===== src/rtl/sakebi_fcs_pkg.sv =====
// Shared types, constants and bit-reflection helpers for the transmit FCS inserter.
package sakebi_fcs_pkg;

  typedef enum logic [1:0] {
    DATA   = 2'd0,
    FLUSH  = 2'd1,
    APPEND = 2'd2
  } state_t;

  localparam logic [31:0] CRC32_POLY  = 32'h04C11DB7;
  localparam int          FCS_BYTES   = 4;
  localparam int          FLUSH_BYTES = 4;

  function automatic logic [7:0] bitrev8(input logic [7:0] b);
    logic [7:0] r;
    for (int i = 0; i < 8; i++) r[i] = b[7-i];
    return r;
  endfunction

  function automatic logic [31:0] bitrev32(input logic [31:0] w);
    logic [31:0] r;
    for (int i = 0; i < 32; i++) r[i] = w[31-i];
    return r;
  endfunction

endpackage


===== src/rtl/sakebi_fcs_inserter_crc.sv =====
// Combinational CRC remainder: o_crc = i_data mod (x^OUTPUT_WIDTH + CRC), MSB first.
// No state; one feed step of the augmented (non-direct) CRC algorithm.
module sakebi_crc32_calculator #(
  parameter int                      INPUT_WIDTH  = 40,
  parameter int                      OUTPUT_WIDTH = 32,
  parameter logic [OUTPUT_WIDTH-1:0] CRC          = 32'h04C11DB7
) (
  input  logic [INPUT_WIDTH-1:0]  i_data,
  output logic [OUTPUT_WIDTH-1:0] o_crc
);

  logic [INPUT_WIDTH-1:0] rem;

  always_comb begin
    rem = i_data;
    // Long division: cancel each set bit above the remainder window with the full generator.
    for (int i = INPUT_WIDTH - 1; i >= OUTPUT_WIDTH; i--) begin
      if (rem[i]) rem[i -: OUTPUT_WIDTH+1] = rem[i -: OUTPUT_WIDTH+1] ^ {1'b1, CRC};
    end
    o_crc = rem[OUTPUT_WIDTH-1:0];
  end

endmodule


===== src/rtl/sakebi_fcs_inserter.sv =====
// Ethernet TX FCS inserter: zero-latency payload pass-through, 4-cycle CRC flush, then FCS LSB byte first.
// First FCS byte is valid 5 cycles after the last payload transfer; FCS bytes hold while i_ready is low.
module sakebi_fcs_inserter
  import sakebi_fcs_pkg::*;
#(
  parameter int                   DATA_WIDTH = 8,
  parameter int                   CRC_WIDTH  = 32,
  parameter logic [CRC_WIDTH-1:0] CRC        = CRC32_POLY,
  parameter int                   MIN_LEN    = 4
) (
  input  logic                  i_clk,
  input  logic                  i_rst_n,
  input  logic [DATA_WIDTH-1:0] i_data,
  input  logic                  i_valid,
  input  logic                  i_last,
  output logic                  o_ready,
  output logic [DATA_WIDTH-1:0] o_data,
  output logic                  o_valid,
  output logic                  o_last,
  input  logic                  i_ready,
  output logic                  o_len_err
);

  localparam logic [2:0] CNT_SAT    = 3'd4;
  localparam logic [2:0] MIN_LEN_C  = 3'(MIN_LEN);
  localparam logic [1:0] FLUSH_LAST = 2'(FLUSH_BYTES - 1);
  localparam logic [1:0] FCS_LAST   = 2'(FCS_BYTES - 1);

  state_t               state, state_nxt;
  logic [CRC_WIDTH-1:0] crc_reg, next_crc;
  logic [2:0]           byte_cnt, byte_cnt_nxt;
  logic [1:0]           flush_cnt, fcs_idx;
  logic                 len_err;
  logic [7:0]           src_byte, feed_byte;
  logic                 xfer_in, xfer_out, feed;
  logic [31:0]          fcs;
  logic                 ready_c, valid_c, last_c;

  // The first four fed bytes are inverted, which is the 0xFFFFFFFF preset of the
  // augmented algorithm; for short frames that inversion spills onto flush bytes.
  always_comb begin
    src_byte     = (state == DATA) ? i_data : 8'h00;
    feed_byte    = bitrev8(src_byte) ^ ((byte_cnt < CNT_SAT) ? 8'hFF : 8'h00);
    xfer_in      = (state == DATA) && i_valid && i_ready;
    xfer_out     = (state == APPEND) && i_ready;
    feed         = xfer_in || (state == FLUSH);
    byte_cnt_nxt = (feed && (byte_cnt < CNT_SAT)) ? byte_cnt + 3'd1 : byte_cnt;
    fcs          = bitrev32(~crc_reg);
  end

  sakebi_crc32_calculator #(
    .INPUT_WIDTH (CRC_WIDTH + 8),
    .OUTPUT_WIDTH(CRC_WIDTH),
    .CRC         (CRC)
  ) u_crc (
    .i_data({crc_reg, feed_byte}),
    .o_crc (next_crc)
  );

  always_ff @(posedge i_clk or negedge i_rst_n) begin
    if (!i_rst_n) state <= DATA;
    else          state <= state_nxt;
  end

  always_comb begin
    state_nxt = state;
    ready_c   = 1'b0;
    valid_c   = 1'b0;
    last_c    = 1'b0;
    o_data    = '0;
    case (state)
      DATA: begin
        ready_c = i_ready;
        valid_c = i_valid;
        o_data  = i_data;
        if (xfer_in && i_last) state_nxt = FLUSH;
      end
      FLUSH: begin
        if (flush_cnt == FLUSH_LAST) state_nxt = APPEND;
      end
      APPEND: begin
        valid_c = 1'b1;
        o_data  = fcs[{fcs_idx, 3'b000} +: 8];
        last_c  = (fcs_idx == FCS_LAST);
        if (xfer_out && last_c) state_nxt = DATA;
      end
      default: state_nxt = DATA;
    endcase
  end

  // Handshake outputs are forced low while reset is held, independent of the inputs.
  assign o_ready   = ready_c & i_rst_n;
  assign o_valid   = valid_c & i_rst_n;
  assign o_last    = last_c & i_rst_n;
  assign o_len_err = len_err;

  always_ff @(posedge i_clk or negedge i_rst_n) begin
    if (!i_rst_n) begin
      crc_reg   <= '0;
      byte_cnt  <= '0;
      flush_cnt <= '0;
      fcs_idx   <= '0;
      len_err   <= 1'b0;
    end else begin
      len_err   <= xfer_in && i_last && (byte_cnt_nxt < MIN_LEN_C);
      flush_cnt <= (state == FLUSH) ? flush_cnt + 2'd1 : 2'd0;
      if (xfer_out && (fcs_idx == FCS_LAST)) begin
        crc_reg  <= '0;
        byte_cnt <= '0;
        fcs_idx  <= '0;
      end else begin
        if (feed)     crc_reg <= next_crc;
        byte_cnt <= byte_cnt_nxt;
        if (xfer_out) fcs_idx <= fcs_idx + 2'd1;
      end
    end
  end

endmodule


===== config.mk =====
export PLATFORM = sky130hd
export DESIGN_NAME = sakebi_fcs_inserter
export DESIGN_NICKNAME = d
export VERILOG_FILES = /design/src/rtl/sakebi_fcs_pkg.sv /design/src/rtl/sakebi_fcs_inserter_crc.sv /design/src/rtl/sakebi_fcs_inserter.sv
export SDC_FILE = /design/constraint.sdc
export NUM_CORES = 1
export LEC_CHECK = 0
export ABC_AREA = 1
export CORE_ASPECT_RATIO = 0.8
export CORE_MARGIN = 4
export CORE_UTILIZATION = 49
export CTS_BUF_LIST = sky130_fd_sc_hd__clkbuf_2 sky130_fd_sc_hd__clkbuf_4 sky130_fd_sc_hd__clkbuf_8
export DETAILED_ROUTE_END_ITERATION = 10
export PLACE_DENSITY = 0.71
export SLEW_MARGIN = 10
export SYNTH_ARGS = -nofsm -noshare
export SYNTH_HDL_FRONTEND = slang
export SYNTH_SLANG_ARGS = --single-unit

===== constraint.sdc =====
create_clock -name i_clk -period 1.55 [get_ports i_clk]
set_input_delay 0.465 -clock i_clk [delete_from_list [all_inputs] [get_ports i_clk]]
set_output_delay 0.465 -clock i_clk [all_outputs]
set_load 0.02 [all_outputs]

==> load_flow_metrics.sql <==
INSERT INTO impl_metrics (metric_group, metric, value, unit) VALUES
('clock_tree', 'htree_levels', '2', ''),
('clock_tree', 'cts-hold-fix-buffers', '0', ''),
('sta', 'max_freq', '465.9', 'MHz'),
('clock_tree', 'cts_buffers', '5', ''),
('sta', 'fin_ws', '-0.5963', 'ns'),
('floorplan', 'core_region_area', '6474', 'um^2'),
('final_layout', 'number_of_nets_in_the_finished_design', '630', ''),
('synthesis', 'synth_enable_flop_cells', '0', ''),
('synthesis', 'post_synth_num_cell_types', '31', ''),
('final_layout', 'final_common_cell', 'sky130_fd_sc_hd__nand2_1', ''),
('placement', 'finalWeightedCongestion', '0.9194', ''),
('worst_setup_path', 'crit_start_category', 'flip-flop', ''),
('final_layout', 'multiInputGateArea', '2336', 'um^2'),
('global_route', 'grt_start_max_net_pins', '43', ''),
('synthesis', 'synth.net_count', '505', ''),
('detailed_routing', 'post-route-drc-count', '0', ''),
('final_layout', 'nFillCells', '417', ''),
('run_status', 'run_status', 'finished with violations', ''),
('final_layout', 'drive_gt1_share', '38.21', '%'),
('worst_setup_path', 'cp-end-kind', 'primary output', ''),
('global_route', 'wire_length_of_the_first_global_routing_pass', '17170', 'um'),
('clock_tree', 'ctsLongestPathBuffers', '2', ''),
('global_route', 'grt_pass1_vias', '3594', ''),
('clock_tree', 'tritoncts', 'yes', ''),
('worst_setup_path', 'required', '1.08', 'ns'),
('sta', 'timing.clock.skew', '0.01087', 'ns'),
('floorplan', 'die_w', '99.88', 'um'),
('placement', 'placement.cell_area', '4342', 'um^2'),
('clock_tree', 'tritoncts_num_sinks', '42', ''),
('floorplan', 'num_rows', '26', ''),
('final_layout', 'seq_area', '1054', 'um^2'),
('detailed_routing', 'drt.antenna.violating_nets', '0', ''),
('synthesis', 'cell_area_synth', '3309', 'um^2'),
('synthesis', 'postSynthRegisterBits', '42', ''),
('floorplan', 'dieArea', '8141', 'um^2'),
('worst_setup_path', 'crit_fanout', '5', ''),
('detailed_routing', 'drt-total-wl', '12810', 'um'),
('sta', 'hold_viol_final', '0', ''),
('detailed_routing', 'vias', '4008', ''),
('worst_setup_path', 'worstSetupPathType', 'flip-flop to primary output', ''),
('clock_tree', 'clk_pin_slew_worst_paths', '0.09', 'ns'),
('synthesis', 'synth_largest_type_area_fraction', '31.76', '%'),
('synthesis', 'synth_seq_area_share', '31.76', '%'),
('sta', 'finalWorstPathRequiredPeriod', '2.146', 'ns'),
('detailed_routing', 'wl_per_cell', '18.32', 'um'),
('sta', 'tightestPinTransition', '0.5935', 'ns'),
('detailed_routing', 'vias_per_cell', '5.734', ''),
('final_layout', 'area.growth.synth_to_final', '52.44', '%'),
('final_layout', 'final_cell_mix', 'sky130_fd_sc_hd__nand2_1, sky130_fd_sc_hd__buf_4, sky130_fd_sc_hd__dfrtp_1, sky130_fd_sc_hd__inv_1', ''),
('placement', 'count_of_input_and_output_buffers', '24', ''),
('sta', 'finalSetupViolCount', '47', ''),
('floorplan', 'dieHeight', '81.51', 'um'),
('clock_tree', 'insertion_delay', '0.30', 'ns'),
('floorplan', 'initial_core_util', '51.12', '%'),
('synthesis', 'synth.area.top_cells', 'sky130_fd_sc_hd__dfrtp_1, sky130_fd_sc_hd__nand2_1, sky130_fd_sc_hd__xnor2_1', ''),
('final_layout', 'stdcell_area', '5045', 'um^2'),
('synthesis', 'synthArstFlopShare', '100.0', '%'),
('synthesis', 'top_cell_type_by_total_area_after_synthesis', 'sky130_fd_sc_hd__dfrtp_1', ''),
('sta', 'grt_setup_unrepaired', 'yes', ''),
('synthesis', 'synth_ff_type', 'sky130_fd_sc_hd__dfrtp_1', ''),
('final_layout', 'antenna_cells', '0', ''),
('global_route', 'grt_antenna_before_repair', '0', ''),
('placement', 'detailedPlacementHpwl', '7472', 'um'),
('sta', 'final.hold.worst_slack', '0.3514', 'ns'),
('floorplan', 'top_level_ports', '25', ''),
('synthesis', 'synth_area_per_cell', '6.768', 'um^2'),
('flow_run', 'drv.max_cap_violation_count', '0', ''),
('synthesis', 'cells_after_synth', '489', ''),
('detailed_routing', 'drt_pre_antenna_iters', '7', ''),
('detailed_routing', 'drt_iter0_drc', '442', ''),
('clock_tree', 'clock-root-buffer', 'sky130_fd_sc_hd__clkbuf_8', ''),
('sta', 'post-route-period-util', '138.5', '%'),
('global_route', 'overflow', '0', ''),
('sta', 'final_max_slew_violation_count', '0', ''),
('synthesis', 'yosys_warnings', '0', ''),
('run_status', 'failed_checks', 'negative setup slack', ''),
('worst_setup_path', 'worstPathArrival', '1.68', 'ns'),
('sta', 'worst_slew_margin_rel', '60.43', '%'),
('global_route', 'gr-usage-all-layers', '26.93', '%'),
('final_layout', 'largest_reg_flops', '32', ''),
('worst_hold_path', 'worst_min_delay_path_category', 'input pin to asynchronous set/reset pin', '');
## layer usage
| metal | wire, um | track usage [%] |
|---|---|---|
| met1 | 4747 | 35.32 |
| met5 | 0 | 0 |
| met2 | 5911 | 45.07 |
| met3 | 1444 | 5.772 |
| met4 | 706 | 7.776 |
## per-stage QoR
step                TNS, ns  cells  util [%]  worst slack, ns
floorplan                 0    489         -         0.003236
global placement     -14.87    678     67.07          -0.6928
detailed placement   -16.45    678     67.07          -0.7420
CTS                  -3.527    688     69.93          -0.3831
global route         -11.61    699     77.93          -0.6204
finish               -7.580    699     77.93          -0.5963
## cells by family after synthesis
| family | share of synthesized area (%) |
|---|---|
| compound gates | 11.46 |
| simple gates | 35.43 |
| buf+inv | 9.414 |
| fa+ha+maj | 1.134 |
| xor+xnor | 10.81 |
| flops | 31.76 |
## path summary, 6_finish.rpt
check | start | endpoint | slack, ns | cells after the start
hold / removal | i_rst_n | crc_reg[29] | 0.35 | 2
max in group asynchronous | i_rst_n | byte_cnt[2] | 0.78 | 2
setup / recovery | fcs_idx[1] | o_last | -0.60 | 6
setup reg to reg | fcs_idx[1] | crc_reg[3] | -0.16 | 8
hold reg to reg | flush_cnt[0] | flush_cnt[0] | 0.43 | 1
min in group i_clk | flush_cnt[0] | flush_cnt[0] | 0.43 | 1
## worst max-delay path: stages (launching register included)
cell and delay (ns):
sky130_fd_sc_hd__dfrtp_1 0.44, sky130_fd_sc_hd__buf_6 0.16, sky130_fd_sc_hd__buf_4 0.12, sky130_fd_sc_hd__ha_4 0.12, sky130_fd_sc_hd__inv_1 0.05, sky130_fd_sc_hd__nor3_1 0.24
sky130_fd_sc_hd__buf_2 0.24
## cell type report
| cell class | instances | share of cell area [%] |
|---|---|---|
| Clock buffer | 5 | 1.364 |
| Clock inverter | 3 | 0.4216 |
| Inverter | 42 | 3.919 |
| Multi-Input combinational cell | 387 | 46.30 |
| Sequential cell | 42 | 20.88 |
| Tap cell | 84 | 2.083 |
| Timing Repair Buffer | 133 | 24.26 |
| Timing Repair inverter | 3 | 0.7688 |
## cell usage after synthesis, types with 4 or more instances
cell type                  instances
sky130_fd_sc_hd__o22ai_1          11
sky130_fd_sc_hd__dfrtp_1          42
sky130_fd_sc_hd__clkbuf_1          4
sky130_fd_sc_hd__nand2_1         188
sky130_fd_sc_hd__buf_6             5
sky130_fd_sc_hd__o21ai_2           4
sky130_fd_sc_hd__nand3_1          27
sky130_fd_sc_hd__inv_1            33
sky130_fd_sc_hd__nor3_1            5
sky130_fd_sc_hd__o21ai_0          33
sky130_fd_sc_hd__a21oi_1          17
sky130_fd_sc_hd__nor2_1           31
sky130_fd_sc_hd__inv_2             6
sky130_fd_sc_hd__buf_2             5
sky130_fd_sc_hd__nand2_2          18
sky130_fd_sc_hd__xor2_1           18
sky130_fd_sc_hd__xnor2_1          21
## what timing repair did
| action | 4_1_cts | 5_1_grt |
|---|---|---|
| endpoints found under the setup margin | 19 | 43 |
| buffers inserted | 1 | 9 |
| gates cloned | 1 | 4 |
| pin swaps | 12 | 25 |
| resized for setup | 103 | 108 |
Power is left out: the tool's default activity adds up to more than one toggle a clock period on the data nets, which glitch-free logic cannot reach.
